===== src/rtl/round_seq_pkg.sv =====
// Shared types and default sizing for the permutation round sequencer.
package round_seq_pkg;

  localparam int unsigned NROUNDS_DEF = 24;
  localparam int unsigned NSTEPS_DEF  = 5;
  localparam int unsigned TIMEOUT_DEF = 1024;

  typedef enum logic [2:0] {
    ST_IDLE    = 3'd0,
    ST_LAUNCH  = 3'd1,
    ST_WAIT    = 3'd2,
    ST_ADVANCE = 3'd3,
    ST_FINISH  = 3'd4,
    ST_FAULT   = 3'd5
  } state_e;

  // Engine slot order within one round
  typedef enum logic [2:0] {
    STEP_THETA = 3'd0,
    STEP_RHO   = 3'd1,
    STEP_PI    = 3'd2,
    STEP_CHI   = 3'd3,
    STEP_IOTA  = 3'd4
  } step_e;

endpackage


===== src/rtl/step_watchdog.sv =====
// Per-step cycle counter; expire_c flags the last permitted WAIT cycle.
module step_watchdog
  import round_seq_pkg::*;
#(
  parameter int unsigned TIMEOUT = TIMEOUT_DEF,
  parameter int unsigned TW      = 11
) (
  input  logic clk,
  input  logic rst,
  input  logic clr,
  input  logic en,
  output logic expire_c
);

  logic [TW-1:0] count_q, count_d;

  always_comb begin
    count_d = count_q;
    if (clr) begin
      count_d = '0;
    end else if (en) begin
      count_d = count_q + TW'(1);
    end
  end

  always_ff @(posedge clk or posedge rst) begin
    if (rst) begin
      count_q <= '0;
    end else begin
      count_q <= count_d;
    end
  end

  assign expire_c = (count_q == TW'(TIMEOUT - 1));

endmodule


===== src/rtl/round_sequencer.sv =====
// Round/step scheduler: launches each step engine in order, tracks the
// ping-pong bank and round index, and faults on an unresponsive engine.
module round_sequencer
  import round_seq_pkg::*;
#(
  parameter int unsigned NROUNDS = NROUNDS_DEF,
  parameter int unsigned NSTEPS  = NSTEPS_DEF,
  parameter int unsigned TIMEOUT = TIMEOUT_DEF,
  parameter int unsigned RW      = 5,
  parameter int unsigned SW      = 3,
  parameter int unsigned TW      = 11
) (
  input  logic              clk,
  input  logic              rst,
  input  logic              start,
  input  logic              abort,
  input  logic [NSTEPS-1:0] step_done,
  output logic [NSTEPS-1:0] step_start,
  output logic [RW-1:0]     round,
  output logic [SW-1:0]     step,
  output logic              bank_sel,
  output logic              busy,
  output logic              done,
  output logic              fault
);

  localparam logic [SW-1:0] LAST_STEP  = SW'(NSTEPS - 1);
  localparam logic [RW-1:0] LAST_ROUND = RW'(NROUNDS - 1);

  state_e            state_q, state_d;
  logic [RW-1:0]     round_q, round_d;
  logic [SW-1:0]     step_q, step_d;
  logic              bank_q, bank_d;
  logic [NSTEPS-1:0] step_start_q, step_start_d;
  logic              busy_q, busy_d;
  logic              done_q, done_d;
  logic              fault_q, fault_d;
  logic              wd_clr_c, wd_en_c, wd_expire_c, done_hit_c;

  function automatic logic [NSTEPS-1:0] step_onehot(input logic [SW-1:0] idx);
    return NSTEPS'(1) << idx;
  endfunction

  step_watchdog #(
    .TIMEOUT (TIMEOUT),
    .TW      (TW)
  ) u_watchdog (
    .clk      (clk),
    .rst      (rst),
    .clr      (wd_clr_c),
    .en       (wd_en_c),
    .expire_c (wd_expire_c)
  );

  // Next state, index/bank updates and next registered outputs
  always_comb begin
    state_d      = state_q;
    round_d      = round_q;
    step_d       = step_q;
    bank_d       = bank_q;
    wd_clr_c     = 1'b0;
    wd_en_c      = 1'b0;
    step_start_d = '0;
    busy_d       = 1'b0;
    done_d       = 1'b0;
    fault_d      = 1'b0;
    done_hit_c   = |(step_done & step_onehot(step_q));

    unique case (state_q)
      ST_IDLE: begin
        if (start) begin
          state_d = ST_LAUNCH;
          round_d = '0;
          step_d  = '0;
          bank_d  = 1'b0;
        end
      end
      ST_LAUNCH: begin
        wd_clr_c = 1'b1;
        state_d  = ST_WAIT;
      end
      ST_WAIT: begin
        // A done in the expiring cycle still counts as a completion
        if (done_hit_c) begin
          state_d = ST_ADVANCE;
        end else if (wd_expire_c) begin
          state_d = ST_FAULT;
        end else begin
          wd_en_c = 1'b1;
        end
      end
      ST_ADVANCE: begin
        bank_d = ~bank_q;
        if (step_q < LAST_STEP) begin
          step_d  = step_q + SW'(1);
          state_d = ST_LAUNCH;
        end else if (round_q < LAST_ROUND) begin
          step_d  = '0;
          round_d = round_q + RW'(1);
          state_d = ST_LAUNCH;
        end else begin
          state_d = ST_FINISH;
        end
      end
      ST_FINISH: state_d = ST_IDLE;
      ST_FAULT:  state_d = ST_FAULT;
      default:   state_d = ST_IDLE;
    endcase

    if (abort) begin
      state_d  = ST_IDLE;
      round_d  = '0;
      step_d   = '0;
      bank_d   = 1'b0;
      wd_clr_c = 1'b1;
    end

    // Outputs are registered against the state being entered
    if (state_d == ST_LAUNCH) begin
      step_start_d = step_onehot(step_d);
    end
    busy_d  = (state_d == ST_LAUNCH) || (state_d == ST_WAIT) ||
              (state_d == ST_ADVANCE) || (state_d == ST_FINISH);
    done_d  = (state_d == ST_FINISH);
    fault_d = (state_d == ST_FAULT);
  end

  always_ff @(posedge clk or posedge rst) begin
    if (rst) begin
      state_q      <= ST_IDLE;
      round_q      <= '0;
      step_q       <= '0;
      bank_q       <= 1'b0;
      step_start_q <= '0;
      busy_q       <= 1'b0;
      done_q       <= 1'b0;
      fault_q      <= 1'b0;
    end else begin
      state_q      <= state_d;
      round_q      <= round_d;
      step_q       <= step_d;
      bank_q       <= bank_d;
      step_start_q <= step_start_d;
      busy_q       <= busy_d;
      done_q       <= done_d;
      fault_q      <= fault_d;
    end
  end

  assign step_start = step_start_q;
  assign round      = round_q;
  assign step       = step_q;
  assign bank_sel   = bank_q;
  assign busy       = busy_q;
  assign done       = done_q;
  assign fault      = fault_q;

endmodule


===== config.mk =====
export PLATFORM = sky130hd
export DESIGN_NAME = round_sequencer
export DESIGN_NICKNAME = d
export VERILOG_FILES = /design/src/rtl/round_seq_pkg.sv /design/src/rtl/step_watchdog.sv /design/src/rtl/round_sequencer.sv
export SDC_FILE = /design/constraint.sdc
export NUM_CORES = 1
export LEC_CHECK = 0
export CAP_MARGIN = 20
export CORE_ASPECT_RATIO = 2
export CORE_MARGIN = 4
export CORE_UTILIZATION = 25
export DETAILED_ROUTE_END_ITERATION = 8
export GPL_TIMING_DRIVEN = 0
export PLACE_DENSITY = 0.42
export SKIP_CTS_REPAIR_TIMING = 1
export SLEW_MARGIN = 20
export SYNTH_ARGS = -nofsm -noshare
export SYNTH_HDL_FRONTEND = slang
export SYNTH_HIERARCHICAL = 1
export SYNTH_SLANG_ARGS = --single-unit

===== constraint.sdc =====
create_clock -name clk -period 2.9 [get_ports clk]
set_input_delay 0.29 -clock clk [delete_from_list [all_inputs] [get_ports clk]]
set_output_delay 0.29 -clock clk [all_outputs]
set_load 0.005 [all_outputs]

; Word level (Yosys, flattened, before mapping)
; Cells that the tools add are included.
[word_totals]
latch_bits = 0
mem_bits_rw = 0
inputBits = 9
romBits = 0
register_bits = 31
output_inout_bits = 17
mem_count = 0
elab_cells = 68
[op_classes]
mux = 28
n_bitwise = 2
div = 0
n_lt_le_gt_ge = 2
reduce_logical = 9
n_mul = 0
shift = 2
eq_ne = 13
addsub = 3
[op_table]
columns = op, count
row1 = $mux 3, 10
row2 = $mux 5, 5
row3 = $mux 11, 2
row4 = $pmux 3 s5, 1
row5 = $eq 3x2->1 const B, 4
row6 = $add 11x1->11 const B, 1
row7 = $eq 11x10->1 const B, 1
row8 = $pmux 5 s2, 1
row9 = $shl 1x3->5 const A, 2
row10 = $eq 3x3->1 const B, 3
row11 = $ne 3x3->1 const B, 3
row12 = $mux 1, 7
row13 = $eq 3x1->1 const B, 2
row14 = $pmux 3 s2, 1
row15 = $add 5x1->5 const B, 1
row16 = $and 5x5->5, 1
row17 = $lt 5x5->1 const B, 1
row18 = $reduce_or 5->1, 1
row19 = $reduce_and 4->1, 1
row20 = $add 3x1->3 const B, 1
row21 = $logic_not 3->1, 1
row22 = $logic_or 1x1->1, 3
row23 = $lt 3x3->1 const B, 1
row24 = $reduce_bool 3->1, 1
row25 = other kinds (4), 4

; Logic depth before layout (Yosys ltp)
; Gate-level depths: netlist of the first run.
[depth]
word_depth = 10
ltp_mapped = 10
mapped_depth_nobuf = 9

; By module
; The synthesis of the first run kept the hierarchy.
[by_module_without_submodules]
columns = mod, n_inst, cells_each, seq_area_each_um2, area_each_um2
row1 = round_sequencer, 1, 107, 500.5, 1087.3
row2 = step_watchdog, 1, 56, 275.3, 561.8

; Least setup slack after synthesis of the first run
; No wires, ideal clock.
[synth_timing]
path_type = flip-flop to flip-flop
start = register u_watchdog.count_q[0]
end = register step_start_q[0] (netlist: step_start[0])
stages_incl_launch_ff = 9
t_arrival_ps = 2249
setup_time_ps = 95
path_buffers = 0
slack_ps = 556
required_time_ps = 2805
synth_period_minus_slack_ps = 2344
path_cell_list = dfrtp_1 > ha_1 > nand4_2 > nor4_1 > nor2_1 > a32oi_1 > a221oi_2 > or3_4 > nor4b_2
[synth_via]
elab_chain_len = 7
[synth_rtl]
columns = item, line
row1 = from (decl), step_watchdog.sv:15  ; logic [TW-1:0] count_q, count_d;
row2 = from (signal assigned), step_watchdog.sv:30  ; count_q <= count_d;
row3 = $eq 11x10->1, step_watchdog.sv:34  ; assign expire_c = (count_q == TW'(TIMEOUT - 1));
row4 = net wd_expire_c, round_sequencer.sv:38  ; logic wd_clr_c, wd_en_c, wd_expire_c, done_hit_c;
row5 = $mux 3, round_sequencer.sv:86  ; end else if (wd_expire_c) begin
row6 = $mux 3, round_sequencer.sv:84  ; if (done_hit_c) begin
row7 = $pmux 3 s5, round_sequencer.sv:69  ; unique case (state_q)
row8 = $mux 3, round_sequencer.sv:110  ; if (abort) begin
row9 = $eq 3x1->1, round_sequencer.sv:119  ; if (state_d == ST_LAUNCH) begin
row10 = $mux 5, round_sequencer.sv:119
row11 = net step_start_d[0], round_sequencer.sv:34  ; logic [NSTEPS-1:0] step_start_q, step_start_d;
row12 = to (signal assigned), round_sequencer.sv:143  ; step_start_q <= step_start_d;
row13 = to (decl), round_sequencer.sv:34
; The timed path passes the listed nets, and every way through them passes these cells.
; A chain may end at the register's enable or synchronous reset.

; Final worst setup path of the first run
; Same ends and word-level chain as after synthesis.

==> results of run 1 <==
[layout make-up]
type	count	area (um2)	area share [%]
sequential	31	776	36.2
multi-input combinational	116	816	38.1
timing repair buffer	24	240	11.2
inverter	12	45.0	2.10
clock buffer	7	133	6.20
clock inverter	1	5.00	0.234
tap	86	108	5.03
buffer	4	18.8	0.877
[stage by stage]
stage                     setup WS [ps]  power [mW]  util [%]
final                               270        1.06      33.7
after global routing               88.0        1.11      33.7
after CTS                         -11.7        1.08      33.6
after detailed placement          -5.34       0.581      31.4
after global placement             84.6       0.579      31.4
after floorplan                     556       0.534         -
[power by group through the flow]
stage | Combinational (mW) | Sequential, mW | Clock [mW]
2_1_floorplan | 0.0727 | 0.461 | 0
3_3_place_gp | 0.117 | 0.462 | 0
3_5_place_dp | 0.119 | 0.463 | 0
4_1_cts | 0.119 | 0.455 | 0.501
5_1_grt | 0.131 | 0.457 | 0.518
6_report | 0.116 | 0.455 | 0.484
[cells in the final DEF, fill, tap and decap left out, types with 3 or more instances in the layout]
cell             netlist  layout
clkbuf_1               3       5
clkbuf_16              0       5
dfrtp_1               31      31
o21bai_1               3       3
a31oi_1                3       3
o31ai_1                4       4
xnor2_1                3       3
nand3_1                3       3
nand2_1               11      11
o21ai_0                3       3
xor2_1                 3       3
nor2_1                21      21
a21oi_1                7       7
clkdlybuf4s50_1        0      24
or4_1                  4       4
nor3_1                 3       3
ha_1                   6       6
inv_1                 12      12
[cell families after synthesis]
logic type,count (synthesis),synth area share [%]
simple gates,68,24.6
compound gates,34,15.5
flops,31,47.0
buf+inv,16,3.87
xor+xnor,6,3.19
fa+ha+maj,6,4.55
mux,2,1.29
[layer usage]
metal / GRT usage, % / vias up / share of wire (%)
met4: 6.88 / 0 / 2.5
li1: - / 652 / -
met1: 11.1 / 671 / 36
met2: 21.8 / 33 / 59
met5: 0 / - / 0
met3: 2.01 / 6 / 3.2
[worst min path at each step]
stage | cells after the start | slack [ps] | to
after detailed placement | 1 | 490 | bank_sel
final | 2 | 360 | u_watchdog/count_q[8]
after floorplan | 1 | 140 | u_watchdog/count_q[0]
after CTS | 2 | 370 | u_watchdog/count_q[8]
after global placement | 1 | 490 | bank_sel
after global routing | 2 | 440 | u_watchdog/count_q[8]
[sequential cells by signal, summed over array words and instances (netlist names)]
name / flops
fault: 1
round: 5
state_q: 3
step_start: 5
step: 3
u_watchdog/count_q: 11
done: 1
bank_sel: 1
busy: 1
==> flow_metrics.py, run 1 <==
metrics = {
    "global_route": {
        "grt_use_total_pct": 11.5,
        "grt_max_degree": 21,
        "grt_pass1_wl_um": 6920,
        "grt_pass1_vias": 1460,
        "grt_antenna_before_repair": 0,
        "grt-ovfl-total": 0,
    },
    "finish": {
        "fin_nets": 209,
        "layout.cells.non_filler": 281,
        "layout-drive-gt1-share_pct": 10.8,
        "final_cell_area_um2": 2140,
        "fillers": 715,
        "area_growth_syn_to_layout_pct": 29.8,
        "antenna_cells": 0,
    },
    "route": {
        "drt-pass1-iter-count": 4,
        "wl_um": 4110,
        "drc": 0,
        "viasPerCell": 4.85,
        "drtIter0Drc": 55,
        "via_count": 1362,
        "route.antenna.remaining_nets": 0,
        "drt-wirelength-per-cell_um": 14.6,
    },
    "clock_tree": {
        "insertion_delay_ps": 270,
        "path_clk_slew_ps": 50,
        "cts_buffers": 5,
        "cts_tree": "yes",
        "clk_path_buf_depth": 2,
        "htree_levels": 2,
        "root_buffer": "clkbuf_16",
        "numClockSinks": 31,
    },
    "worst_setup_path": {
        "cp-start-kind": "flip-flop",
        "critPathCaptureType": "flip-flop",
        "cp.arrival_ps": 2800,
        "r2r_setup_slack_ps": 270,
        "crit_family": "simple AND/OR/NAND/NOR gates",
        "required_ps": 3070,
        "worstSetupPathType": "reg -> reg",
        "reg2reg_depth": 8,
        "critPathMaxStageDelay_ps": 520,
        "crit_path_cell_trace": "ha_1 > nand4_2 > nor4_2 > nor2_1 > a32oi_1 > a221oi_2 > or3_4 > nor4b_2",
        "timing.rr.end": "step_start[0]",
        "rr_startpoint": "u_watchdog/count_q[0]",
        "critPathLaunch": "u_watchdog/count_q[0]",
        "cp_num_buf_inv": 0,
        "crit_path_top_delay_cell": "nor4_2",
        "crit_end": "step_start[0]",
        "path_depth": 8,
        "path_max_fanout": 6,
    },
    "sta": {
        "worstMarginPinSlew_ps": 780,
        "fin_crit_sh_pct": 90.7,
        "setup_viol": 0,
        "fin_skew_ps": 5.65,
        "finalHoldViolCount": 0,
        "layout_min_cycle_time_ps": 2630,
        "max_clock_freq_ghz": 0.380,
        "drv_slew": 0,
        "hold-worst-slack_ps": 361,
        "rsz0062_at_grt": "false",
        "setup_tns_ps": 0,
        "slew_headroom_pct": 48.0,
    },
    "synth": {
        "synth_area_leaders": "dfrtp_1 (47%), nor2_1 (4.8%), ha_1 (4.6%)",
        "synth_most_common_cell": "dfrtp_1",
        "synth_top_area_cell": "dfrtp_1",
        "synth_common_cells": "dfrtp_1 (31), nor2_1 (21), inv_1 (12), nand2_1 (11), a21oi_1 (7)",
        "ys_types": 45,
        "synth_top_area_share_pct": 47.0,
        "synth_nets": 178,
        "synthCells": 163,
        "synthArstFlopShare_pct": 100,
        "synth-edff-count": 0,
        "syn_area_per_cell_um2": 10.1,
        "seq_area_frac_synth_pct": 47.0,
        "synth_warnings": 6,
        "ys_seq_elements": 31,
        "ys.flop_type": "dfrtp_1",
        "synthesis.area_um2": 1650,
    },
    "die": {
        "die_height_um": 123,
        "dieWidth_um": 65.4,
        "start_util_pct": 25.9,
        "die_area_um2": 8040,
        "core.rowCount": 41,
        "io_pins": 26,
        "core-area_um2": 6360,
    },
    "power_and_ir_drop": {
        "p_leak_nw": 0.906,
        "intPower_mw": 0.809,
        "seqPwrFrac_pct": 43.1,
        "p_sw_share_pct": 23.3,
        "ir_drop_mv": 0.213,
        "power.switching_mw": 0.246,
        "clockPowerShare_pct": 45.8,
        "comb_power_share_pct": 11.0,
        "power_density_nw_per_um2": 493,
    },
    "placement": {
        "detailed_place.area_um2": 2000,
        "dpl.hpwl_um": 3300,
        "dp.cells": 273,
        "place.gp.congestion": 0.776,
        "portBuffers": 24,
    },
    "min_path": {
        "min_path_type": "in -> async",
    },
    "run": {
        "max_cap_viol_count": 0,
    },
    "run_status": {
        "outcome": "finished clean",
    },
}
Power figures use the tool's default switching activity.
==> run 2: changes to the inputs <==
--- a/config.mk
+++ b/config.mk
@@ -11,6 +11,7 @@
 export CORE_UTILIZATION = 25
 export DETAILED_ROUTE_END_ITERATION = 8
 export GPL_TIMING_DRIVEN = 0
+export MAX_ROUTING_LAYER = met4
 export PLACE_DENSITY = 0.42
 export SKIP_CTS_REPAIR_TIMING = 1
 export SLEW_MARGIN = 20
==> flow_metrics.py, run 2 (same netlist as run 1, synthesis figures left out) <==
metrics = {
    "run_status": {
        "outcome": "finished clean",
    },
    "route": {
        "viasPerCell": 4.87,
        "wl_um": 4110,
        "route.antenna.remaining_nets": 0,
        "drt-wirelength-per-cell_um": 14.6,
        "drt-pass1-iter-count": 4,
        "drc": 0,
        "via_count": 1368,
        "drtIter0Drc": 63,
    },
    "placement": {
        "dpl.hpwl_um": 3300,
        "dp.cells": 273,
        "place.gp.congestion": 0.787,
        "pre_cts_ws_ps": -5.34,
        "portBuffers": 24,
        "detailed_place.area_um2": 2000,
    },
    "finish": {
        "layout_common_cells": "dfrtp_1 (31), clkdlybuf4s50_1 (24), nor2_1 (21)",
        "antenna_cells": 0,
        "regMostFlops": "u_watchdog/count_q",
        "mostFrequentLayoutCell": "dfrtp_1",
        "area_growth_syn_to_layout_pct": 29.8,
        "layout.cells.non_filler": 281,
        "final_cell_area_um2": 2140,
        "utilization_pct": 33.7,
        "fillers": 715,
        "layout-drive-gt1-share_pct": 10.8,
        "largest_reg_flops": 11,
        "fin_nets": 209,
    },
    "power_and_ir_drop": {
        "ir_drop_mv": 0.213,
        "power_density_nw_per_um2": 493,
        "p_leak_nw": 0.906,
        "p_total_mw": 1.06,
    },
    "worst_setup_path": {
        "crit_path_top_delay_cell": "nor4_2",
        "cp-start-kind": "flip-flop",
        "rr_startpoint": "u_watchdog/count_q[0]",
        "crit_end": "step_start[0]",
        "cp.arrival_ps": 2800,
        "timing.rr.end": "step_start[0]",
        "required_ps": 3070,
        "reg2reg_depth": 8,
        "crit_path_cell_trace": "ha_1 > nand4_2 > nor4_2 > nor2_1 > a32oi_1 > a221oi_2 > or3_4 > nor4b_2",
        "path_max_fanout": 6,
        "critPathMaxStageDelay_ps": 520,
        "worstSetupPathType": "reg -> reg",
        "critPathCaptureType": "flip-flop",
        "r2r_setup_slack_ps": 270,
        "critPathLaunch": "u_watchdog/count_q[0]",
    },
    "global_route": {
        "grt_pass1_wl_um": 6920,
        "grt_max_degree": 21,
        "grt.busiest_layer": "met2",
        "grtUsageMet1_pct": 11.2,
        "grt_use_total_pct": 11.8,
        "use_met3_pct": 1.92,
        "grt_pass1_vias": 1463,
        "grt-ovfl-total": 0,
        "grt_use_met2_pct": 21.8,
        "grt_antenna_before_repair": 0,
    },
    "sta": {
        "rsz0062_at_grt": "false",
        "fin_skew_ps": 5.87,
        "max_clock_freq_ghz": 0.380,
        "worstMarginPinSlew_ps": 779,
        "hold-worst-slack_ps": 361,
        "fin_crit_sh_pct": 90.7,
        "slew_headroom_pct": 48.0,
        "finalHoldViolCount": 0,
        "layout_min_cycle_time_ps": 2630,
        "setup_viol": 0,
        "drv_slew": 0,
        "worst_slack_ps": 270,
        "setup_tns_ps": 0,
    },
    "clock_tree": {
        "cts_buffers": 5,
        "insertion_delay_ps": 270,
        "numClockSinks": 31,
        "cts_tree": "yes",
        "root_buffer": "clkbuf_16",
        "path_clk_slew_ps": 50,
        "clk_path_buf_depth": 2,
        "htree_levels": 2,
    },
    "die": {
        "core.rowCount": 41,
        "die_area_um2": 8040,
        "dieWidth_um": 65.4,
        "core-area_um2": 6360,
        "die_height_um": 123,
        "io_pins": 26,
        "start_util_pct": 25.9,
    },
    "min_path": {
        "min_path_type": "in -> async",
    },
    "run": {
        "max_cap_viol_count": 0,
    },
}
-- run 2: cell counts in the layout (fill, tap and decap cells not counted) --
No cell type changed its count.
-- run 2: routing by layer --
metal,part of all wire [%],vias up
li1,-,652
met1,35,670
met2,58,40
met3,4.4,6
met4,2.5,0
met5,0,-
-- run 2: cell type report --
cell class / instances / area [um2] / share of cell area [%]
plain buffers: 4 / 18.8 / 0.877
flip-flops and latches: 31 / 776 / 36.2
multi-input cells: 116 / 816 / 38.1
clock inverters: 1 / 5.00 / 0.234
clock buffers: 7 / 133 / 6.20
inverters: 12 / 45.0 / 2.10
well taps: 86 / 108 / 5.03
repair buffers: 24 / 240 / 11.2
-- run 2: power by group --
part	total [mW]	internal (mW)	switching (mW)
clock	0.484	0.316	0.168
sequential	0.455	0.444	0.0113
combinational	0.116	0.0494	0.0668
total	1.06	0.809	0.246
-- run 2: worst min path at each step --
stage              from                    end  slack [ps]  cells after the start
4_1_cts             rst  u_watchdog/count_q[8]         370                      2
6_report            rst  u_watchdog/count_q[8]         360                      2
3_3_place_gp   bank_sel               bank_sel         490                      1
3_5_place_dp   bank_sel               bank_sel         490                      1
2_1_floorplan       rst  u_watchdog/count_q[0]         140                      1
5_1_grt             rst  u_watchdog/count_q[8]         440                      2
-- run 2: worst max-delay path, delay by kind of cell (launching register included) --
family	cells	cell delay (ps)
flip-flops	1	400
AND/OR/NAND/NOR	5	1470
AO/OA/AOI/OAI	2	430
adder cells (fa/ha/maj)	1	230
==> run 3: changes to the inputs <==
--- a/config.mk
+++ b/config.mk
@@ -5,6 +5,7 @@
 export SDC_FILE = /design/constraint.sdc
 export NUM_CORES = 1
 export LEC_CHECK = 0
+export ABC_CLOCK_PERIOD_IN_PS = 2900
 export CAP_MARGIN = 20
 export CORE_ASPECT_RATIO = 2
 export CORE_MARGIN = 4
==> results of run 3 <==
The final DEF is identical to that of run 2; final timing and power are the same.
